File: config.mk
export PLATFORM = sky130hd
export DESIGN_NAME = horizontal_tf_fifo_flat
export DESIGN_NICKNAME = d
export VERILOG_FILES = /design/src/rtl/horizontal_tf_pkg.sv /design/src/rtl/horizontal_tf_fifo_if.sv /design/src/rtl/horizontal_tf_delay_line.sv /design/src/rtl/horizontal_tf_fifo.sv /design/src/flat_wrapper.sv
export SDC_FILE = /design/constraint.sdc
export NUM_CORES = 1
export LEC_CHECK = 0
export CAP_MARGIN = 20
export CORE_AREA = 10 10 379 381
export CTS_BUF_LIST = sky130_fd_sc_hd__clkbuf_8 sky130_fd_sc_hd__clkbuf_16
export DETAILED_ROUTE_END_ITERATION = 10
export DIE_AREA = 0 0 389 391
export GPL_TIMING_DRIVEN = 1
export HOLD_SLACK_MARGIN = 0.08
export MAX_ROUTING_LAYER = met4
export PLACE_DENSITY = 0.54
export REMOVE_ABC_BUFFERS = 1
export SYNTH_ARGS = -nofsm -noshare
export SYNTH_HDL_FRONTEND = slang
export SYNTH_SLANG_ARGS = --single-unit
File: constraint.sdc
create_clock -name clk -period 7.5 [get_ports clk]
set_input_delay 1.125 -clock clk [delete_from_list [all_inputs] [get_ports clk]]
set_output_delay 1.125 -clock clk [all_outputs]
set_load 0.03 [all_outputs]
File: src/rtl/horizontal_tf_pkg.sv
// Shared sizing and types for the horizontal twiddle re-alignment FIFO.
// Build option HTF_BYPASS_EN (see horizontal_tf_fifo.sv) changes behaviour; the sizes here do not.
package horizontal_tf_pkg;

    localparam int P_WIDTH = 64;
    localparam int MUL_LAT = 6;
    localparam int DEPTH   = 16;
    localparam int CNT_W   = $clog2(DEPTH) + 1;
    localparam int PTR_W   = $clog2(DEPTH);

    typedef logic [P_WIDTH-1:0] tf_word_t;
    typedef logic [CNT_W-1:0]   cnt_t;
    typedef logic [PTR_W-1:0]   ptr_t;

endpackage

File: src/rtl/horizontal_tf_fifo_if.sv
// Issue-side and butterfly-side signals of the twiddle FIFO.
// slave = the FIFO itself, master = whoever drives the multiplier results and consumes twiddles.
interface horizontal_tf_fifo_if;
    import horizontal_tf_pkg::*;

    logic     mul_issue;
    tf_word_t S_in;
    logic     flush;
    logic     issue_ready;
    tf_word_t tf_out;
    logic     tf_valid;
    logic     tf_ready;
    cnt_t     count;
    logic     overflow_err;

    modport slave (
        input  mul_issue, S_in, flush, tf_ready,
        output issue_ready, tf_out, tf_valid, count, overflow_err
    );

    modport master (
        output mul_issue, S_in, flush, tf_ready,
        input  issue_ready, tf_out, tf_valid, count, overflow_err
    );

endinterface

File: src/rtl/horizontal_tf_delay_line.sv
// Latency-matched valid pipe for the modular multiplier, with a running count of set bits.
// clear empties the pipe but still admits this cycle's in_valid into bit 0.
module horizontal_tf_delay_line #(
    parameter int LAT   = 6,
    parameter int CNT_W = 5
) (
    input  logic             clk,
    input  logic             rst,
    input  logic             clear,
    input  logic             in_valid,
    output logic             out_valid,
    output logic [CNT_W-1:0] inflight
);

    logic [LAT-1:0]   pipe;
    logic [CNT_W-1:0] inc;
    logic [CNT_W-1:0] dec;

    assign out_valid = pipe[LAT-1];
    assign inc       = {{(CNT_W-1){1'b0}}, in_valid};
    assign dec       = {{(CNT_W-1){1'b0}}, pipe[LAT-1]};

    // NOTE: registered state uses non-blocking assignments so every flop samples pre-edge values.
    always_ff @(posedge clk or posedge rst) begin
        if (rst) begin
            pipe     <= '0;
            inflight <= '0;
        end else if (clear) begin
            pipe     <= {{(LAT-1){1'b0}}, in_valid};
            inflight <= inc;
        end else begin
            pipe     <= {pipe[LAT-2:0], in_valid};
            inflight <= inflight + inc - dec;
        end
    end

endmodule

File: src/rtl/horizontal_tf_fifo.sv
// Re-aligns multiplier results (S_in) to the radix-16 butterfly through a credit-guarded FWFT FIFO.
// Define HTF_BYPASS_EN to let a result land directly on tf_out when the FIFO is empty and tf_ready=1.
module horizontal_tf_fifo
    import horizontal_tf_pkg::*;
(
    input  logic                       clk,
    input  logic                       rst,
    horizontal_tf_fifo_if.slave        bus
);

    localparam logic [CNT_W:0] DEPTH_USED = (CNT_W+1)'(DEPTH);

    tf_word_t     mem [DEPTH];
    ptr_t         wr_ptr;
    ptr_t         rd_ptr;
    cnt_t         count_q;
    cnt_t         inflight;
    logic [CNT_W:0] used;
    logic         issue_ready;
    logic         issue_ok;
    logic         wr_valid;
    logic         head_valid;
    logic         bypass;
    logic         push;
    logic         pop;
    logic         overflow_q;
    cnt_t         inc;
    cnt_t         dec;

    // Credits count both stored words and results still inside the multiplier.
    assign used        = {1'b0, count_q} + {1'b0, inflight};
    assign issue_ready = used < DEPTH_USED;
    assign issue_ok    = bus.mul_issue & issue_ready;

    horizontal_tf_delay_line #(
        .LAT   (MUL_LAT),
        .CNT_W (CNT_W)
    ) u_delay (
        .clk       (clk),
        .rst       (rst),
        .clear     (bus.flush),
        .in_valid  (issue_ok),
        .out_valid (wr_valid),
        .inflight  (inflight)
    );

    assign head_valid = (count_q != '0);

`ifdef HTF_BYPASS_EN
    assign bypass = !head_valid & wr_valid & bus.tf_ready & !bus.flush;
`else
    assign bypass = 1'b0;
`endif

    // A result arriving during flush belongs to the old stage and is dropped.
    assign push = wr_valid & !bus.flush & !bypass;
    assign pop  = head_valid & bus.tf_ready;
    assign inc  = {{(CNT_W-1){1'b0}}, push};
    assign dec  = {{(CNT_W-1){1'b0}}, pop};

    // NOTE: defaults first in always_comb so no path leaves an output unassigned (no latch).
    always_comb begin
        bus.tf_out   = '0;
        bus.tf_valid = 1'b0;
        if (head_valid) begin
            bus.tf_out   = mem[rd_ptr];
            bus.tf_valid = 1'b1;
        end else if (bypass) begin
            bus.tf_out   = bus.S_in;
            bus.tf_valid = 1'b1;
        end
    end

    // NOTE: the RAM has no reset; tf_out is gated by head_valid so unwritten entries never show.
    always_ff @(posedge clk) begin
        if (push) begin
            mem[wr_ptr] <= bus.S_in;
        end
    end

    always_ff @(posedge clk or posedge rst) begin
        if (rst) begin
            wr_ptr  <= '0;
            rd_ptr  <= '0;
            count_q <= '0;
        end else if (bus.flush) begin
            wr_ptr  <= '0;
            rd_ptr  <= '0;
            count_q <= '0;
        end else begin
            if (push) wr_ptr <= wr_ptr + ptr_t'(1);
            if (pop)  rd_ptr <= rd_ptr + ptr_t'(1);
            count_q <= count_q + inc - dec;
        end
    end

    // Sticky until reset; flush deliberately leaves it set.
    always_ff @(posedge clk or posedge rst) begin
        if (rst) begin
            overflow_q <= 1'b0;
        end else if (bus.mul_issue & !issue_ready) begin
            overflow_q <= 1'b1;
        end
    end

    assign bus.issue_ready  = issue_ready;
    assign bus.count        = count_q;
    assign bus.overflow_err = overflow_q;

endmodule

File: src/flat_wrapper.sv
// flat-port wrapper written by rule: the top's interface ports become plain ports
module horizontal_tf_fifo_flat import horizontal_tf_pkg::*;
  (clk, rst, bus_mul_issue, bus_S_in, bus_flush, bus_tf_ready, bus_issue_ready, bus_tf_out, bus_tf_valid, bus_count, bus_overflow_err);
  horizontal_tf_fifo_if bus_i ();
  input  logic clk;
  input  logic rst;
  input wire logic [$bits(bus_i.mul_issue)-1:0] bus_mul_issue;
  input wire logic [$bits(bus_i.S_in)-1:0] bus_S_in;
  input wire logic [$bits(bus_i.flush)-1:0] bus_flush;
  input wire logic [$bits(bus_i.tf_ready)-1:0] bus_tf_ready;
  output wire logic [$bits(bus_i.issue_ready)-1:0] bus_issue_ready;
  output wire logic [$bits(bus_i.tf_out)-1:0] bus_tf_out;
  output wire logic [$bits(bus_i.tf_valid)-1:0] bus_tf_valid;
  output wire logic [$bits(bus_i.count)-1:0] bus_count;
  output wire logic [$bits(bus_i.overflow_err)-1:0] bus_overflow_err;
  assign bus_i.mul_issue = bus_mul_issue;
  assign bus_i.S_in = bus_S_in;
  assign bus_i.flush = bus_flush;
  assign bus_i.tf_ready = bus_tf_ready;
  assign bus_issue_ready = bus_i.issue_ready;
  assign bus_tf_out = bus_i.tf_out;
  assign bus_tf_valid = bus_i.tf_valid;
  assign bus_count = bus_i.count;
  assign bus_overflow_err = bus_i.overflow_err;
  horizontal_tf_fifo u_core (.clk(clk), .rst(rst), .bus(bus_i));
endmodule
======== After elaboration in Yosys (flattened, before gate mapping) ========
Memory sizes are Yosys's and may differ from the RTL's.
Cells that the tools add are included.
storage, ports and cells
  register bits after elaboration ......... 25
  bits in latches ......................... 0
  bits in writable memories ............... 1,024
  bits in read-only memories .............. 0
  bits of input ports ..................... 69
  output and inout bits ................... 72
  logic and storage cells ................. 35
  memories ................................ 1
operators by class
  $add $sub $neg .......................... 7
  $mul .................................... 0
  div/mod/pow operators ................... 0
  order comparisons ....................... 1
  eq/ne operators ......................... 0
  shift operators ......................... 0
  multiplexer cells ....................... 11
  bitwise logic cells ..................... 4
  reduce and logical (&&, ||, !) cells .... 5
memories
  memory      depth  width  read ports  clocked after memory_dff  write ports  line                      source
  u_core.mem  16     64     1           0                         1            horizontal_tf_fifo.sv:13  tf_word_t mem [DEPTH];
operators with widths
  kind                                                                           number
  64-bit two-way mux                                                             1
  4-bit two-way mux                                                              4
  5-bit by 1-bit adder with 5-bit output                                         2
  5-bit two-way mux                                                              2
  5-bit by 1-bit subtractor with 5-bit output                                    2
  4-bit by 1-bit adder with 4-bit output (second input constant)                 2
  5-bit by 5-bit adder with 6-bit output                                         1
  6-bit by 5-bit less-than comparator with 1-bit output (second input constant)  1
  6-bit two-way mux                                                              1
  5-bit nonzero test                                                             1
  1-bit AND                                                                      4
  2-bit nonzero test                                                             2
  1-bit two-way mux                                                              3
  1-bit logical NOT                                                              2

======== Depth between registers and ports, before layout ========
  depth in word-level cells ............... 6
  depth in mapped cells ................... 14
  gate-level depth less buffers ........... 14

======== Cells and area by module ========
From an unflattened synthesis, not the netlist that was laid out.
second synthesis, totals
  cell total of the unflattened synthesis .. 1,866
  area total of the unflattened synthesis .. 40,438.8 µm²
by module, submodules not included
  module                    instances  cells an instance  area an instance (µm²)  sequential area each (µm²)
  horizontal_tf_fifo        1          1,818              39,893.3                31,099.8
  horizontal_tf_delay_line  1          48                 545.5                   275.3

======== Least setup slack after synthesis ========
Ideal clock, no wire load.
  path kind ............................... register -> register
  start point ............................. register u_core.count_q[1] (netlist: u_core.bus.count[1])
  end point ............................... register u_core.u_delay.inflight[4]
  library setup time ...................... 135 ps
  arrival ................................. 3,634 ps
  required time ........................... 7,365 ps
  setup slack ............................. 3,731 ps
  stages on the path, launching flop included .. 15
  path buffers ............................ 0
  period minus slack after synthesis ...... 3,769 ps
  path through ............................ dfrtp_1 -> ha_1 -> a31o_2 -> a21o_1 -> a2111oi_2 -> nand2_1 -> ha_1 -> inv_1 -> ha_1 -> inv_1 -> fa_1 -> nor2b_1 -> o21ai_0 -> a21oi_1 -> nor3b_1
on the way
  cells in the longest elaborated chain, start to end .. 6
ends and longest elaborated chain
  item                                                   line                            source
  start: declaration                                     horizontal_tf_fifo.sv:16        cnt_t count_q;
  start signal: assignment                               horizontal_tf_fifo.sv:93        count_q <= count_q + inc - dec;
  5-bit by 5-bit adder with 6-bit output                 horizontal_tf_fifo.sv:31        assign used = {1'b0, count_q} + {1'b0, inflight};
  6-bit by 5-bit less-than comparator with 1-bit output  horizontal_tf_fifo.sv:32        assign issue_ready = used < DEPTH_USED;
  net bus_issue_ready                                    flat_wrapper.sv:11              output wire logic [$bits(bus_i.issue_ready)-1:0] bus_issue_ready;
  1-bit AND                                              horizontal_tf_fifo.sv:33        assign issue_ok = bus.mul_issue & issue_ready;
  5-bit by 1-bit adder with 5-bit output                 horizontal_tf_delay_line.sv:33  inflight <= inflight + inc - dec;
  5-bit by 1-bit subtractor with 5-bit output            horizontal_tf_delay_line.sv:33
  5-bit two-way mux                                      horizontal_tf_delay_line.sv:28  end else if (clear) begin
  end signal: assignment                                 horizontal_tf_delay_line.sv:30  inflight <= inc;
  end signal: assignment                                 horizontal_tf_delay_line.sv:33
  end: declaration                                       horizontal_tf_delay_line.sv:12  output logic [CNT_W-1:0] inflight
The timed path passes the listed nets, and every way through them passes these cells.
A chain may end at the register's enable or synchronous reset.

======== Worst setup path after layout ========
  start point ............................. register u_core.count_q[2] (netlist: u_core.bus.count[2])
  end point ............................... output port bus_tf_out[11]
on the way
  cells in the longest elaborated chain, start to end .. 2
ends and longest elaborated chain
  item                line                      source
  5-bit nonzero test  horizontal_tf_fifo.sv:47  assign head_valid = (count_q != '0);
  64-bit two-way mux  horizontal_tf_fifo.sv:65  if (head_valid) begin
  end: declaration    flat_wrapper.sv:12        output wire logic [$bits(bus_i.tf_out)-1:0] bus_tf_out;
No other way between the ends.

==> summary by stage <==
Detailed routing
The remaining design rule violation count is 0. The average wire per cell in the routed design is 25.9 µm. The number of routed nets with antenna violations is 0.

The count of vias placed by the detailed router is 19,589. The number of detailed-route iterations in the first pass is 5. The number of vias per cell after detailed routing is 4.89. For this block, the routed nets add up to 104 mm of wire. The detailed router finished its first iteration with 1,456 violations.

Power
The part of the power in registers is 0.415. The net switching power is 4.62 mW. The share of total power dissipated in combinational logic is 0.254. The total internal power is 11.2 mW. Of the total power, the clock network draws 0.331. The total power per unit cell area is 332 nW/µm².

The switching fraction of total power is 0.291. The peak supply drop is 0.213 mV. The reported leakage power is 14.7 nW.

Timing
The maximum frequency from static timing analysis is 0.177 GHz. The max-slew violation count came to 0. The number of endpoints with negative hold slack in the final report is 0.

The part of the cycle the worst path needs is 0.753. The final worst clock skew is 0.0338 ns. Measured against its own limit, the worst slew margin works out to 0.289. The clock period could shrink to 5.65 ns. Setup repair after global routing left no endpoint under its margin. At the pin with the least slew margin, the transition time is 1.07 ns. The final-report setup violation count is 0.

Finish
The filler cells instantiated in the layout total 12,532. The fraction of layout cells with a size suffix above 1 is 0.197. In the final design database the tool counted 2,205 nets. From synthesis to final layout, the design area changed by 17.5%. Measured on the finished design, the core utilization comes to 0.350. The filler-free cell count of the finished design is 4,004.

Worst setup path
The end of the critical path is bus_tf_out[11]. The worst setup path is of the flip-flop to output port kind. For flop-to-flop paths, the worst setup slack is 3.92 ns. The endpoint of the most critical register-to-register path is u_core.u_delay.inflight[4]$_DFF_PP0_.

The source of the worst register-to-register timing path is u_core.bus.count[1]$_DFF_PP0_. The buffering stage count on the worst path with inverters included is 3. The nature of the critical path startpoint is a flip-flop. The signal on the critical path passes through inv_1, ha_1, or4b_1, nor2b_4, buf_4, a22oi_2, o211ai_1, clkdlybuf4s50_1. Grouping stages by cell kind, the critical path spends the most delay in buffers and inverters. The critical path runs through a total of 8 cells. The worst-case reg-to-reg path depth is 14. The source of the critical timing path is u_core.bus.count[2]$_DFF_PP0_. STA classifies the critical path endpoint as an output port. The critical path's slowest cell is sky130_fd_sc_hd__nor2b_4.

The delay of the slowest cell on the worst path is 0.89 ns. In this run the worst path has a maximum fanout of 26. The worst path required time is 6.38 ns.

STA puts the critical path data arrival time at 4.52 ns.

Global route
The first global-routing pass estimated 149 mm of wire. Global routing finished with a remaining overflow of 0. The largest net degree at the start of global routing is 112. The number of global-route vias before repair is 20,828. The number of antenna violations at the first check in global routing is 14. In the global route stage, overall resource usage came out at 0.138.

CTS
The quantity of gates resized following cts is 0. After clock tree synthesis, the flow added hold-fix buffers numbering 0. The clock latency at the later pin of the worst-skew pair is 0.72 ns.

The H-tree was split into 3 levels. CTS saw 1,049 sinks. The buffer depth of the longest clock path is 3. The total clock buffers created by CTS is 107. After clock tree synthesis, the clock-pin slew on the worst setup and hold paths is 0.06 ns. The tree is rooted in a sky130_fd_sc_hd__clkbuf_16. TritonCTS built the clock tree. The number of buffers inserted by post-CTS setup repair is 0.

Logic synthesis
The share of flip-flops with an asynchronous set or reset after synthesis is 0.0238. Counting flops with a built-in enable in the synthesized netlist gives 1,024. Of the synthesized area, sequential elements account for 0.773.

The summed instance area of the synthesized netlist is 40,600 µm². The average instance in the mapped netlist occupies 21.0 µm². The top flip-flop cell by instance count after synthesis is sky130_fd_sc_hd__edfxtp_1.

For this run, the number of Yosys warnings is 0. Synthesis inferred 1,049 register bits. The count of mapped cells out of synthesis is 1,938. The unique cell type count in the Yosys netlist is 36.

Floorplan
The area of the placeable core is 136,000 µm². The initial cell density of the core is 0.298. The vertical die dimension is 391 µm. The number of top-level pins is 141. The number of rows in the core area is 136.

The die is 389 µm wide. The overall die area is 152,000 µm².

Placed design
Routability-driven placement finished with a final weighted congestion of 0.707. The number of I/O port buffers is 140. After legalization and detailed placement, the total HPWL measured 54.4 mm. Counting tap cells, the placed design contains a total of 3,798 instances.

Status
The run finished with clean final reports.

Run
Across the run, the number of max-cap violations was 0.

Min path
The path class of the lowest-slack min-delay path is flip-flop to flip-flop.
[state kept, by name (all words and copies together) (netlist names)]
signal                   count
u_core.u_delay.pipe          6
u_core.mem                1024
u_core.bus.count             5
u_core.bus.overflow_err      1
u_core.u_delay.inflight      5
u_core.wr_ptr                4
u_core.rd_ptr                4
[layer usage]
metal,up-vias,GRT usage,part of all wire
met5,-,-,0
met2,515,0.226,0.49
met3,135,0.0263,0.056
li1,8426,-,-
met1,10513,0.179,0.44
met4,0,0.0318,0.017
[cells by family after synthesis]
| family | Yosys count | share of synthesized area |
|---|---|---|
| AO/OA/AOI/OAI | 206 | 0.0414 |
| XOR/XNOR | 11 | 0.00237 |
| adder cells (fa/ha/maj) | 22 | 0.00715 |
| buffers and inverters | 129 | 0.0146 |
| flip-flops | 1049 | 0.773 |
| multiplexers | 323 | 0.139 |
| AND/OR/NAND/NOR | 198 | 0.0232 |
[area by class of cell]
cell class	instances	area (µm²)	share of cell area
Tap cell	1794	2240	0.0470
Multi-Input combinational cell	760	8700	0.182
Antenna cell	6	15.0	0.000315
Inverter	18	67.6	0.00142
Sequential cell	1049	31400	0.658
Timing Repair Buffer	178	1810	0.0380
Clock inverter	91	790	0.0165
Clock buffer	108	2700	0.0566
[power by group through the flow]
stage               Clock [mW]  Combinational [mW]  Sequential (mW)
floorplan                    0                2.81             6.94
global placement             0                4.07             6.71
detailed placement           0                4.11             6.71
CTS                       5.39                4.12             6.59
global route              5.63                4.32             6.59
finish                    5.25                4.02             6.58
[metrics by stage]
stage          instance area (µm²)  hold slack (ns)  setup TNS [ns]  power [mW]  worst slack (ns)
3_5_place_dp                 44200            0.449               0        10.8              2.60
3_3_place_gp                 44200            0.446               0        10.8              2.61
2_1_floorplan                40100            0.439         -442.49        9.75             -6.65
4_1_cts                      47700            0.460               0        16.1              1.80
5_1_grt                      47700            0.477               0        16.5              1.68
6_report                     47700            0.459               0        15.9              1.85
[worst min-delay path by stage]
stage                                      from                               end  slack, ns  depth (start not counted)
2_1_floorplan  u_core.u_delay.pipe[0]$_DFF_PP0_  u_core.u_delay.pipe[1]$_DFF_PP0_       0.44                          1
3_3_place_gp   u_core.u_delay.pipe[2]$_DFF_PP0_  u_core.u_delay.pipe[3]$_DFF_PP0_       0.45                          1
3_5_place_dp   u_core.u_delay.pipe[4]$_DFF_PP0_  u_core.u_delay.pipe[5]$_DFF_PP0_       0.45                          1
4_1_cts        u_core.u_delay.pipe[4]$_DFF_PP0_  u_core.u_delay.pipe[5]$_DFF_PP0_       0.46                          1
5_1_grt        u_core.u_delay.pipe[0]$_DFF_PP0_  u_core.u_delay.pipe[1]$_DFF_PP0_       0.48                          1
6_report       u_core.u_delay.pipe[4]$_DFF_PP0_  u_core.u_delay.pipe[5]$_DFF_PP0_       0.46                          1
[cell usage after synthesis, drive strengths merged (8+ instances only)]
cell type / n / area share
o211ai: 63 / 0.012
xor2: 8 / 0.0017
nand2: 73 / 0.0067
nor2b: 13 / 0.0020
nor2: 15 / 0.0014
and2: 18 / 0.0028
edfxtp: 1024 / 0.76
a22oi: 126 / 0.027
buf: 55 / 0.0078
dfrtp: 25 / 0.015
clkbuf: 56 / 0.0052
ha: 20 / 0.0062
inv: 18 / 0.0017
mux2i: 131 / 0.032
mux4: 191 / 0.11
nand3: 69 / 0.0085
[cells in the final DEF (no fill, tap or decap), types with 6 or more instances in the layout]
cell type and n:
sky130_fd_sc_hd__clkinv_2 17, sky130_fd_sc_hd__a22oi_2 30, sky130_fd_sc_hd__mux2i_1 131, sky130_fd_sc_hd__edfxtp_1 1024
sky130_fd_sc_hd__buf_12 8, sky130_fd_sc_hd__dfrtp_1 22, sky130_fd_sc_hd__bufinv_16 12, sky130_fd_sc_hd__and2_4 17
sky130_fd_sc_hd__nor2b_1 11, sky130_fd_sc_hd__clkdlybuf4s50_1 140, sky130_fd_sc_hd__clkinv_1 27, sky130_fd_sc_hd__nand3_1 69
sky130_fd_sc_hd__clkbuf_16 108, sky130_fd_sc_hd__nor2_1 14, sky130_fd_sc_hd__o211ai_1 63, sky130_fd_sc_hd__ha_1 20
sky130_fd_sc_hd__diode_2 6, sky130_fd_sc_hd__a22oi_1 96, sky130_fd_sc_hd__nand2_1 73, sky130_fd_sc_hd__a21oi_1 6
sky130_fd_sc_hd__mux4_2 191, sky130_fd_sc_hd__inv_1 43, sky130_fd_sc_hd__buf_4 28, sky130_fd_sc_hd__xor2_1 8
Power figures use the tool's default switching activity.
